`src/rtl/friscv_rv32i_sequencer.sv`:
```
// friscv_rv32i_sequencer: in-order RV32I control-flow sequencer.
// Fetches one instruction at a time and resolves JAL, JALR, BRANCH, AUIPC
// and FENCE locally. LUI, LOAD, STORE, OP-IMM, OP and SYSTEM are dispatched
// to a processing unit. Any other opcode parks the sequencer in TRAP.
//
// Build macro FRISCV_MISALIGN_CHECK_EN: when defined, a jump or taken-branch
// target whose bits[1:0] are not zero traps, with no rd write and the PC left
// on the faulting instruction. When undefined, target bit1 is cleared and
// execution continues.
//
// Handshakes: fetch_* and proc_* are valid/ready channels. A transfer happens
// on a rising aclk edge where valid and ready are both high. Once valid is
// raised, it and its payload hold until that transfer. fetch_rvalid has no
// ready: it is consumed only in WAIT and ignored in every other state.
module friscv_rv32i_sequencer #(
  parameter int              XLEN      = 32,
  parameter logic [XLEN-1:0] BOOT_ADDR = '0
) (
  input  logic            aclk,
  input  logic            arst,
  output logic            fetch_valid,
  input  logic            fetch_ready,
  output logic [XLEN-1:0] fetch_addr,
  input  logic            fetch_rvalid,
  input  logic [31:0]     fetch_rdata,
  output logic            proc_valid,
  input  logic            proc_ready,
  output logic [31:0]     proc_instr,
  output logic [XLEN-1:0] proc_pc,
  input  logic            proc_busy,
  output logic [4:0]      rs1_addr,
  input  logic [XLEN-1:0] rs1_val,
  output logic [4:0]      rs2_addr,
  input  logic [XLEN-1:0] rs2_val,
  output logic            rd_wr,
  output logic [4:0]      rd_addr,
  output logic [XLEN-1:0] rd_val,
  output logic [XLEN-1:0] pc,
  output logic            ctrl_error,
  output logic [2:0]      state_dbg
);

  typedef enum logic [2:0] {
    FETCH    = 3'd0,
    WAIT     = 3'd1,
    EXEC     = 3'd2,
    DISPATCH = 3'd3,
    TRAP     = 3'd4
  } state_t;

  localparam logic [6:0] OP_LUI    = 7'b0110111;
  localparam logic [6:0] OP_AUIPC  = 7'b0010111;
  localparam logic [6:0] OP_JAL    = 7'b1101111;
  localparam logic [6:0] OP_JALR   = 7'b1100111;
  localparam logic [6:0] OP_BRANCH = 7'b1100011;
  localparam logic [6:0] OP_LOAD   = 7'b0000011;
  localparam logic [6:0] OP_STORE  = 7'b0100011;
  localparam logic [6:0] OP_IMM    = 7'b0010011;
  localparam logic [6:0] OP_OP     = 7'b0110011;
  localparam logic [6:0] OP_FENCE  = 7'b0001111;
  localparam logic [6:0] OP_SYSTEM = 7'b1110011;

  state_t          state_q, state_d;
  logic [XLEN-1:0] pc_q, pc_d;
  logic [31:0]     instr_q, instr_d;
  logic            err_q, err_d;

  logic [6:0]      opcode;
  logic [2:0]      funct3;
  logic            rd_nz;
  logic [XLEN-1:0] imm_i, imm_j, imm_b, imm_u, pc_seq;
  logic            br_taken, br_illegal;
  logic [XLEN-1:0] target_raw, target;
  logic            misaligned;

  // Field extraction and sign-extended immediates from the instruction register.
  always_comb begin
    opcode = instr_q[6:0];
    funct3 = instr_q[14:12];
    rd_nz  = (instr_q[11:7] != 5'd0);
    imm_i  = XLEN'($signed(instr_q[31:20]));
    imm_j  = XLEN'($signed({instr_q[31], instr_q[19:12], instr_q[20], instr_q[30:21], 1'b0}));
    imm_b  = XLEN'($signed({instr_q[31], instr_q[7], instr_q[30:25], instr_q[11:8], 1'b0}));
    imm_u  = XLEN'($signed({instr_q[31:12], 12'b0}));
    pc_seq = pc_q + XLEN'(4);
  end

  // Branch condition evaluation. funct3 010/011 has no branch meaning.
  always_comb begin
    br_taken   = 1'b0;
    br_illegal = 1'b0;
    case (funct3)
      3'b000:  br_taken = (rs1_val == rs2_val);
      3'b001:  br_taken = (rs1_val != rs2_val);
      3'b100:  br_taken = ($signed(rs1_val) <  $signed(rs2_val));
      3'b101:  br_taken = ($signed(rs1_val) >= $signed(rs2_val));
      3'b110:  br_taken = (rs1_val <  rs2_val);
      3'b111:  br_taken = (rs1_val >= rs2_val);
      default: br_illegal = 1'b1;
    endcase
  end

  // Redirect target. All sums wrap modulo 2^XLEN. rs1_val is the value read
  // this cycle, so a JALR with rd == rs1 uses the pre-write register.
  always_comb begin
    case (opcode)
      OP_JALR:   target_raw = (rs1_val + imm_i) & ~XLEN'(1);
      OP_BRANCH: target_raw = pc_q + imm_b;
      default:   target_raw = pc_q + imm_j;
    endcase
  end

`ifdef FRISCV_MISALIGN_CHECK_EN
  assign misaligned = (target_raw[1:0] != 2'b00);
  assign target     = target_raw;
`else
  assign misaligned = 1'b0;
  assign target     = target_raw & ~XLEN'(2);
`endif

  // Next-state, PC update and handshake/strobe outputs.
  always_comb begin
    state_d     = state_q;
    pc_d        = pc_q;
    instr_d     = instr_q;
    err_d       = err_q;
    fetch_valid = 1'b0;
    proc_valid  = 1'b0;
    rd_wr       = 1'b0;
    rd_val      = pc_seq;
    case (state_q)
      FETCH: begin
        fetch_valid = 1'b1;
        if (fetch_ready) state_d = WAIT;
      end
      WAIT: begin
        if (fetch_rvalid) begin
          instr_d = fetch_rdata;
          state_d = EXEC;
        end
      end
      EXEC: begin
        case (opcode)
          OP_LUI, OP_LOAD, OP_STORE, OP_IMM, OP_OP, OP_SYSTEM: state_d = DISPATCH;
          OP_FENCE: begin
            pc_d    = pc_seq;
            state_d = FETCH;
          end
          OP_AUIPC: begin
            if (!proc_busy) begin
              rd_wr   = rd_nz;
              rd_val  = pc_q + imm_u;
              pc_d    = pc_seq;
              state_d = FETCH;
            end
          end
          OP_JAL, OP_JALR: begin
            if (!proc_busy) begin
              if (misaligned) begin
                state_d = TRAP;
                err_d   = 1'b1;
              end else begin
                rd_wr   = rd_nz;
                pc_d    = target;
                state_d = FETCH;
              end
            end
          end
          OP_BRANCH: begin
            if (!proc_busy) begin
              if (br_illegal || (br_taken && misaligned)) begin
                state_d = TRAP;
                err_d   = 1'b1;
              end else begin
                pc_d    = br_taken ? target : pc_seq;
                state_d = FETCH;
              end
            end
          end
          default: begin
            state_d = TRAP;
            err_d   = 1'b1;
          end
        endcase
      end
      DISPATCH: begin
        proc_valid = 1'b1;
        if (proc_ready) begin
          pc_d    = pc_seq;
          state_d = FETCH;
        end
      end
      TRAP: state_d = TRAP;
      default: begin
        state_d = TRAP;
        err_d   = 1'b1;
      end
    endcase
  end

  // State registers; arst abandons any in-flight transfer.
  always_ff @(posedge aclk or posedge arst) begin
    if (arst) begin
      state_q <= FETCH;
      pc_q    <= BOOT_ADDR;
      instr_q <= '0;
      err_q   <= 1'b0;
    end else begin
      state_q <= state_d;
      pc_q    <= pc_d;
      instr_q <= instr_d;
      err_q   <= err_d;
    end
  end

  assign fetch_addr = pc_q;
  assign proc_instr = instr_q;
  assign proc_pc    = pc_q;
  assign rs1_addr   = instr_q[19:15];
  assign rs2_addr   = instr_q[24:20];
  assign rd_addr    = instr_q[11:7];
  assign pc         = pc_q;
  assign ctrl_error = err_q;
  assign state_dbg  = state_q;

endmodule

```
`config.mk`:
```
export PLATFORM = sky130hd
export DESIGN_NAME = friscv_rv32i_sequencer
export DESIGN_NICKNAME = d
export VERILOG_FILES = /design/src/rtl/friscv_rv32i_sequencer.sv
export SDC_FILE = /design/constraint.sdc
export NUM_CORES = 1
export LEC_CHECK = 0
export ABC_AREA = 1
export BUFFER_PORTS_ARGS = -buffer_cell sky130_fd_sc_hd__buf_2
export CORE_ASPECT_RATIO = 1.5
export CORE_MARGIN = 4
export CORE_UTILIZATION = 40
export DETAILED_ROUTE_END_ITERATION = 10
export PLACE_DENSITY = 0.68
export SYNTH_ARGS = -nofsm -noshare
export SYNTH_HDL_FRONTEND = slang
export SYNTH_SLANG_ARGS = --single-unit
```
`constraint.sdc`:
```
create_clock -name aclk -period 4.57 [get_ports aclk]
set_input_delay 0.457 -clock aclk [delete_from_list [all_inputs] [get_ports aclk]]
set_output_delay 0.457 -clock aclk [all_outputs]
set_load 0.005 [all_outputs]
```
# Word-level counts from Yosys, hierarchy flattened
# Cells that the tools add are included.
# word_totals
ff_bits	68
latchBits	0
mem_bits_rw	0
romBits	0
input_bits	102
output_inout_bits	182
word_cells	91
mem_count	0
# op_classes
add_sub_neg	5
n_mul	0
n_div	0
n_lt_le_gt_ge	4
n_eq_ne	33
shifts	0
muxes	30
bitwise	1
reduce_logical	14
# ops
cell	n
$mux W32	9
$add A32 B32 Y32	4
$pmux W32 S2	2
$pmux W32 S4	1
$ge A32 B32 Y1	2
$lt A32 B32 Y1	2
$add A32 B3 Y32 const B	1
$eq A32 B32 Y1	1
$ne A32 B32 Y1	1
$eq A7 B7 Y1 const B	4
$pmux W3 S4	2
$eq A7 B6 Y1 const B	3
$mux W3	6
$ne A3 B3 Y1 const B	6
$eq A3 B3 Y1 const B	5
$eq A7 B5 Y1 const B	2
$reduce_or A6 Y1	2
$reduce_or A10 Y1	1
$ne A2 B2 Y1 const B	4
$eq A7 B2 Y1 const B	1
$eq A7 B4 Y1 const B	1
$mux W1	7
$reduce_and A7 Y1	1
$eq A3 B1 Y1 const B	2
14 further kinds	17

# Depth between registers and ports, before layout
# Gate-level depths: netlist (run 1).
# depth
ltp_word	7
ltp_mapped	26
mapped_depth_nobuf	25

# Least setup slack after synthesis (run 1)
# No wires, ideal clock.
# synth_path
path_kind	reg2reg
from	register instr_q[31] (netlist: proc_instr[31])
to	register pc_q[19] (netlist: fetch_addr[19])
setup_time_ns	0.113
t_arrival_ns	3.090
required_ns	4.457
setup_slack_ns	1.367
stages_incl_launch_ff	18
n_path_buf	1
synth_period_minus_slack_ns	3.203
cell_sequence	dfrtp_1 or2_2 clkbuf_1 o21ai_0 inv_1 ha_1 a21oi_1 a21boi_0 o21bai_1 a21oi_1 nand2_1 or2_2 a21oi_1 nor2_1 nand2_1 nand3_1 nand2_1 inv_1
# synth_between
elab_chain_len	7
word_cells_on_any_way	9
cone_classes	2 x add/sub; 7 x mux
# synth_lines
item	line_no	rtl
from (decl)	65	logic [31:0] instr_q, instr_d;
from (signal assigned)	211	instr_q <= instr_d;
$add A32 B32 Y32 (on tied branches)	108, 107	
$pmux W32 S2 (*)	106	case (opcode)
$mux W32	175	pc_d = br_taken ? target : pc_seq;
$mux W32	171	if (br_illegal || (br_taken && misaligned)) begin
$mux W32	170	if (!proc_busy) begin
$pmux W32 S4 (*)	143	case (opcode)
$pmux W32 S2 (*)	131	case (state_q)
to (signal assigned)	210	pc_q <= pc_d;
to (decl)	64	logic [XLEN-1:0] pc_q, pc_d;
# Every way passes the cells marked *; elsewhere a longest branch is shown, timed or not. The select of a mux whose other input is x is not followed.
# A chain may end at the register's enable or synchronous reset.

# Final worst setup path (run 1)
# layout_path
from	register instr_q[4] (netlist: proc_instr[4])
to	register pc_q[29] (netlist: fetch_addr[29])
# layout_between
elab_chain_len	7
word_cells_on_any_way	19
cone_classes	10 x eq/ne; 7 x mux; 2 x reduce/logical
# layout_lines
item	line_no
$eq A7 B7 Y1	106, 143
$pmux W32 S2	106
$mux W32	175
$mux W32	171
$mux W32	170
$pmux W32 S4	143
$pmux W32 S2	131
# Parallel ways exist; a longest one is shown, timed or not. The select of a mux whose other input is x is not followed.

==> flow_summary_export.csv, run 1 <==
group,metric,value,unit
place,dp_hpwl,40.9,mm
place,io_buffers,279,
sta,holdWs,332,ps
synth,yosys.cell_count.top_type,"nand2_1",
worst_setup_path,start_kind,"register",
grt,grt_usage,31.1,%
cells_and_area,diodes,0,
floorplan,start_util,40.9,%
floorplan,fp.dieH,213,um
synth,synth-async-reset-ratio,100,%
worst_setup_path,worstPathMaxFanout,13,
worst_setup_path,cp_common_cell,"nand2_1",
cts,cts_tree,"built",
sta,fin_crit_sh,87.7,%
worst_setup_path,rrSetupSlack,560,ps
synth,synth_edf_count,0,
power_and_ir_drop,irDropWorstVdd,0.130,mV
synth,ys.flop_type,"dfrtp_1",
place,pre_cts_slack,598,ps
grt,antenna_found_initial,0,
cts,post_cts_buffers,0,
sta,setup_viol,0,
power_and_ir_drop,netSwitchingPower,0.000603,W
cts,htreeDepth,3,
sta,hold_violations,0,
synth,synth_top_cells_by_count,"421 x nand2_1, 256 x inv_1, 206 x nor2_1",
sta,fin_skew,15.3,ps
grt,grt_max_degree,68,
power_and_ir_drop,clockPowerShare,42.4,%
worst_setup_path,crit_slowest_cell,"o21ai_0",
worst_setup_path,crit_path_end,"fetch_addr[29]",
worst_setup_path,critPathKind,"reg2reg",
floorplan,ios,284,
sta,tns,0,ps
synth,ys_seq_elements,67,
cts,clk_latency,360,ps
grt,grt_pass1_wl,72.5,mm
synth,synth_top_area_share,15.0,%
synth,syn_avg_cell_area,6.08,sq um
run,cap_viol_max_count,0,
route,drtIter0Drc,928,
synth,netlist_area,11200,sq um
cts,cts-root-buf,"clkbuf_16",
sta,slew_headroom,35.6,%
sta,fmax,250,MHz
floorplan,die_area,30800,sq um
power_and_ir_drop,seq_power_share,34.2,%
power_and_ir_drop,p_per_area,145,nW/um^2
worst_setup_path,critical_path.cell_chain,"nor3_2, nand2_1, o21ai_0, inv_1, fa_1, inv_1, nand2_1, o21ai_0, a21oi_1, o21ai_0, nand4_1, nand2_1, nand2_1, nand3_1, nand2_1, nand3_1, nand3_1, nand2_1, inv_1",
floorplan,coreArea,27400,sq um
synth,yosysSeqAreaShare,15.0,%
cells_and_area,nets,2259,
power_and_ir_drop,p_total,0.00185,W
route,drcViolationCount,0,
floorplan,die_w,145,um
cts,cts_buffers,9,
cts,clk_pin_slew_worst_paths,70,ps
sta,worstMarginPinSlew,967,ps
cts,holdBufCountCts,0,
worst_setup_path,cp_data_arrival_time,4270,ps
synth,yosysUniqueCellTypes,58,
worst_setup_path,cp.required,4830,ps
route,via_per_inst,5.50,
place,place_inst,2375,
synth,yosysTopAreaCell,"dfrtp_1",
route,dr.pass1.iters,5,
cts,cts_sinks,67,
cells_and_area,final_cells,2391,
sta,setup_slack,562,ps
synth,syn_inst,1841,
hold_path,hp-class,"in2reg",
power_and_ir_drop,combPwrFrac,23.4,%
sta,drv_slew,0,
power_and_ir_drop,intPower,0.00125,W
route,vias,13200,
route,routed_wl,49.1,mm
synth,yosys_warnings,0,
sta,fin_crit,4010,ps
synth,synth.area.top_cells,"dfrtp_1 15%, nand2_1 14%, ha_1 12%",
sta,rsz0062_at_grt,"false",
floorplan,rows,74,
cells_and_area,area_growth,14.1,%
worst_setup_path,crit-reg2reg-capture,"fetch_addr[29]",
route,routedWlPerCell,20.5,um
worst_setup_path,cp_slowest_stage_delay,500,ps
cts,post_cts_resized,0,
place,place_congestion,1.06,
route,drtAntennaViolNets,0,
cells_and_area,drive_above_1_share,19.4,%
worst_setup_path,rr_worst_depth,19,
outcome,status,"finished, final reports clean",
cts,cts_buffer_depth,2,
power_and_ir_drop,leakage,7.44,nW
grt,grt_overflow,0,
worst_setup_path,end_kind,"register",
worst_setup_path,rr_startpoint,"proc_instr[4]",
worst_setup_path,startpoint,"proc_instr[4]",
power_and_ir_drop,swShare,32.6,%
grt,grt_pass1_vias,12700,
logic make-up (layout without fill, tap and decap cells):
| logic type | after synthesis | after routing | synth area share (%) |
|---|---|---|---|
| other | 2 | 5 | 0.0671 |
| flip-flops | 67 | 67 | 15.0 |
| XOR/XNOR | 42 | 42 | 3.42 |
| AO/OA/AOI/OAI | 362 | 362 | 17.5 |
| AND/OR/NAND/NOR | 854 | 854 | 33.3 |
| buffers and inverters | 378 | 583 | 15.7 |
| adder cells (fa/ha/maj) | 113 | 113 | 12.8 |
| multiplexers | 23 | 23 | 2.31 |
worst min-delay path by stage:
stage / start / to / slack, ps / cells past startpoint
2_1_floorplan: ctrl_error / ctrl_error / 470 / 1
3_3_place_gp: ctrl_error / ctrl_error / 460 / 1
3_5_place_dp: ctrl_error / ctrl_error / 460 / 1
4_1_cts: fetch_rdata[0] / proc_instr[0] / 330 / 2
5_1_grt: fetch_rdata[24] / proc_instr[24] / 340 / 2
6_report: fetch_rdata[24] / proc_instr[24] / 330 / 2
registers in the layout (all words and copies together), names as in the netlist:
name / count
fetch_addr: 31
state_dbg: 3
proc_instr: 32
ctrl_error: 1
critical path, delay by kind of cell, from the launching register on:
kind            cells  cell delay [ps]
simple gates       11             1420
fa+ha+maj           1              420
buf+inv             3              240
compound gates      4             1400
flops               1              440
per-layer routing:
layer	wire length [um]	up-vias	share of wire (%)	global-route usage, %
li1	-	6363	-	-
met1	17700	6070	36	33.5
met2	24300	550	50	54.5
met3	2600	175	5.3	3.65
met4	4420	0	9.0	24.2
met5	0	-	0	0
cells in the final DEF, fill, tap and decap left out, types with 3 or more instances in the layout:
cell type | synthesis | final
a21boi_0 | 5 | 5
a21o_1 | 9 | 9
a21oi_1 | 166 | 166
a31oi_1 | 7 | 7
and2_1 | 3 | 3
buf_2 | 6 | 279
buf_4 | 83 | 26
clkbuf_16 | 0 | 9
conb_1 | 2 | 5
dfrtp_1 | 67 | 67
ha_1 | 111 | 111
inv_1 | 256 | 255
inv_2 | 4 | 5
mux2_2 | 23 | 23
nand2_1 | 421 | 421
nand2_2 | 5 | 5
nand3_1 | 109 | 108
nand3_2 | 5 | 6
nand3b_1 | 7 | 7
nand4_1 | 35 | 35
nor2_1 | 206 | 204
nor2_2 | 8 | 10
nor2_4 | 4 | 4
nor3_1 | 22 | 22
nor4_1 | 8 | 8
o21a_1 | 7 | 7
o21ai_0 | 131 | 131
o21ai_1 | 8 | 8
o21bai_1 | 10 | 10
o31ai_1 | 5 | 5
or2_2 | 11 | 11
xnor2_1 | 12 | 12
xor2_1 | 28 | 28
area by class of cell:
| cell class | count | area [sq um] |
|---|---|---|
| sequential | 67 | 1680 |
| clock buffer | 10 | 229 |
| multi-input combinational | 1399 | 7780 |
| fill | 2963 | 14600 |
| tap | 342 | 428 |
| inverter | 262 | 983 |
| timing repair buffer | 305 | 1590 |
| clock inverter | 6 | 88.8 |
power groups by stage:
stage | Combinational, W | Clock (W) | Sequential (W)
after floorplan | 0.000269 | 0 | 0.000637
final | 0.000434 | 0.000785 | 0.000633
after CTS | 0.000434 | 0.000794 | 0.000632
after detailed placement | 0.000432 | 0 | 0.000643
after global placement | 0.000426 | 0 | 0.000642
after global routing | 0.000487 | 0.000810 | 0.000634
stage by stage:
stage / instance area [sq um] / utilization [%]
floorplan: 11200 / -
global placement: 12500 / 45.5
detailed placement: 12500 / 45.5
CTS: 12800 / 46.6
global route: 12800 / 46.6
finish: 12800 / 46.6
No activity file was read; power rests on OpenSTA's default activity.
==> run 2, diff against run 1 <==
--- a/config.mk
+++ b/config.mk
@@ -7,7 +7,7 @@
 export LEC_CHECK = 0
 export ABC_AREA = 1
 export BUFFER_PORTS_ARGS = -buffer_cell sky130_fd_sc_hd__buf_2
-export CORE_ASPECT_RATIO = 1.5
+export CORE_ASPECT_RATIO = 1.1
 export CORE_MARGIN = 4
 export CORE_UTILIZATION = 40
 export DETAILED_ROUTE_END_ITERATION = 10
==> flow_summary_export.csv, run 2 (synthesis gave the netlist of run 1 again) <==
group,metric,value,unit
cells_and_area,final_cell_mix,"421 x nand2_1, 279 x buf_2, 255 x inv_1, 205 x nor2_1, 166 x a21oi_1",
worst_setup_path,critPathKind,"reg2reg",
cells_and_area,mostFrequentLayoutCell,"nand2_1",
cts,cts_sinks,67,
sta,holdWs,331,ps
grt,grt_pass1_wl,71.0,mm
sta,slew_headroom,30.7,%
cells_and_area,multiInputGateArea,7780,sq um
cells_and_area,largest_register_ffs,32,
cells_and_area,drive_above_1_share,19.3,%
sta,fin_crit,3920,ps
grt,antenna_found_initial,0,
sta,fin_skew,21.3,ps
grt,grt_max_degree,42,
route,dr.pass1.iters,8,
worst_setup_path,cp_data_arrival_time,4160,ps
cells_and_area,nets,2257,
cts,cts_tree,"built",
route,drtAntennaViolNets,0,
floorplan,ios,284,
sta,drv_slew,0,
place,dpl_cell_area,12500,sq um
cts,cts_buffer_depth,2,
worst_setup_path,startpoint,"proc_instr[4]",
cts,clk_pin_slew_worst_paths,70,ps
grt,grt_usage,29.5,%
worst_setup_path,worstPathMaxFanout,13,
power_and_ir_drop,leakage,7.43,nW
sta,fin_crit_sh,85.8,%
place,dp_hpwl,39.1,mm
floorplan,rows,63,
floorplan,coreArea,27300,sq um
cells_and_area,area_growth,14.0,%
cells_and_area,seq_area,1680,sq um
cells_and_area,finalInstanceArea,12800,sq um
route,routed_wl,47.2,mm
sta,tns,0,ps
sta,rsz0062_at_grt,"false",
floorplan,fp.dieH,183,um
route,drtIter0Drc,892,
cts,cts-root-buf,"clkbuf_16",
cts,htreeDepth,3,
route,routedWlPerCell,19.6,um
worst_setup_path,end_kind,"register",
grt,grt_pass1_vias,12400,
route,vias,13000,
grt,grt_overflow,0,
cells_and_area,diodes,0,
run,cap_viol_max_count,0,
cts,cts_buffers,9,
place,place_congestion,1.04,
floorplan,start_util,41.1,%
hold_path,hold_start,"fetch_rdata[0]",
place,pre_cts_slack,704,ps
cts,clk_latency,360,ps
sta,hold_violations,0,
sta,setup_slack,650,ps
cts,post_cts_buffers,0,
route,via_per_inst,5.43,
outcome,status,"finished, final reports clean",
cells_and_area,fill_cells,2954,
place,io_buffers,279,
hold_path,hp-class,"in2reg",
worst_setup_path,start_kind,"register",
worst_setup_path,rr_startpoint,"proc_instr[4]",
floorplan,die_area,30700,sq um
power_and_ir_drop,p_per_area,144,nW/um^2
floorplan,die_w,168,um
route,drcViolationCount,0,
sta,setup_viol,0,
cts,holdBufCountCts,0,
cts,post_cts_resized,0,
worst_setup_path,cp.required,4810,ps
sta,worstMarginPinSlew,1040,ps
power_and_ir_drop,irDropWorstVdd,0.129,mV
sta,fmax,255,MHz
## run 2: through the flow
step	total power [W]	util, %	instances
2_1_floorplan	0.000906	-	1844
3_3_place_gp	0.00106	45.7	2388
3_5_place_dp	0.00107	45.7	2388
4_1_cts	0.00184	46.8	2404
5_1_grt	0.00192	46.8	2404
6_report	0.00184	46.8	2404
## run 2: report_power, final
| group | switching [W] | internal [W] | leakage [nW] |
|---|---|---|---|
| logic | 0.000263 | 0.000167 | 6.47 |
| registers | 0.0000305 | 0.000603 | 0.810 |
| clock network | 0.000339 | 0.000434 | 0.145 |
| total | 0.000632 | 0.00120 | 7.43 |
## run 2: layout make-up
class	instances	share of cell area (%)
clock buffer	9	1.76
clock inverter	7	0.647
inverter	262	7.70
timing repair buffer	303	12.3
sequential	67	13.1
tap	357	3.50
multi-input combinational	1399	60.9
## run 2: critical path, stage by stage, from the launching register on
cell and delay, ps:
dfrtp_1 440, nor3_2 260, nand2_1 290, or2_2 440, o21ai_0 100, inv_1 60
ha_1 350, a21oi_1 230, a21boi_0 450, o21bai_1 160, a21oi_1 180, nand2_1 100
or2_2 280, a21oi_1 170, nor2_1 60, nand2_1 70, nand3_1 70, nand2_1 60
inv_1 40
## run 2: final timing paths
path,cells past startpoint,slack (ps),end
worst max-delay path,18,650,fetch_addr[19]
worst min-delay path,2,330,proc_instr[0]
worst max register to register,18,650,fetch_addr[19]
worst min register to register,1,460,ctrl_error
max in group asynchronous,3,3210,proc_instr[22]
min in group asynchronous,2,340,fetch_addr[16]
## run 2: metal layers
layer / part of all wire, % / wire length (um) / up-vias / global-route usage (%)
li1: - / - / 6369 / -
met1: 42 / 19800 / 6038 / 37.7
met2: 48 / 22600 / 553 / 51.6
met3: 6.6 / 3100 / 86 / 3.53
met4: 3.6 / 1720 / 0 / 10.6
met5: 0 / 0 / - / 0
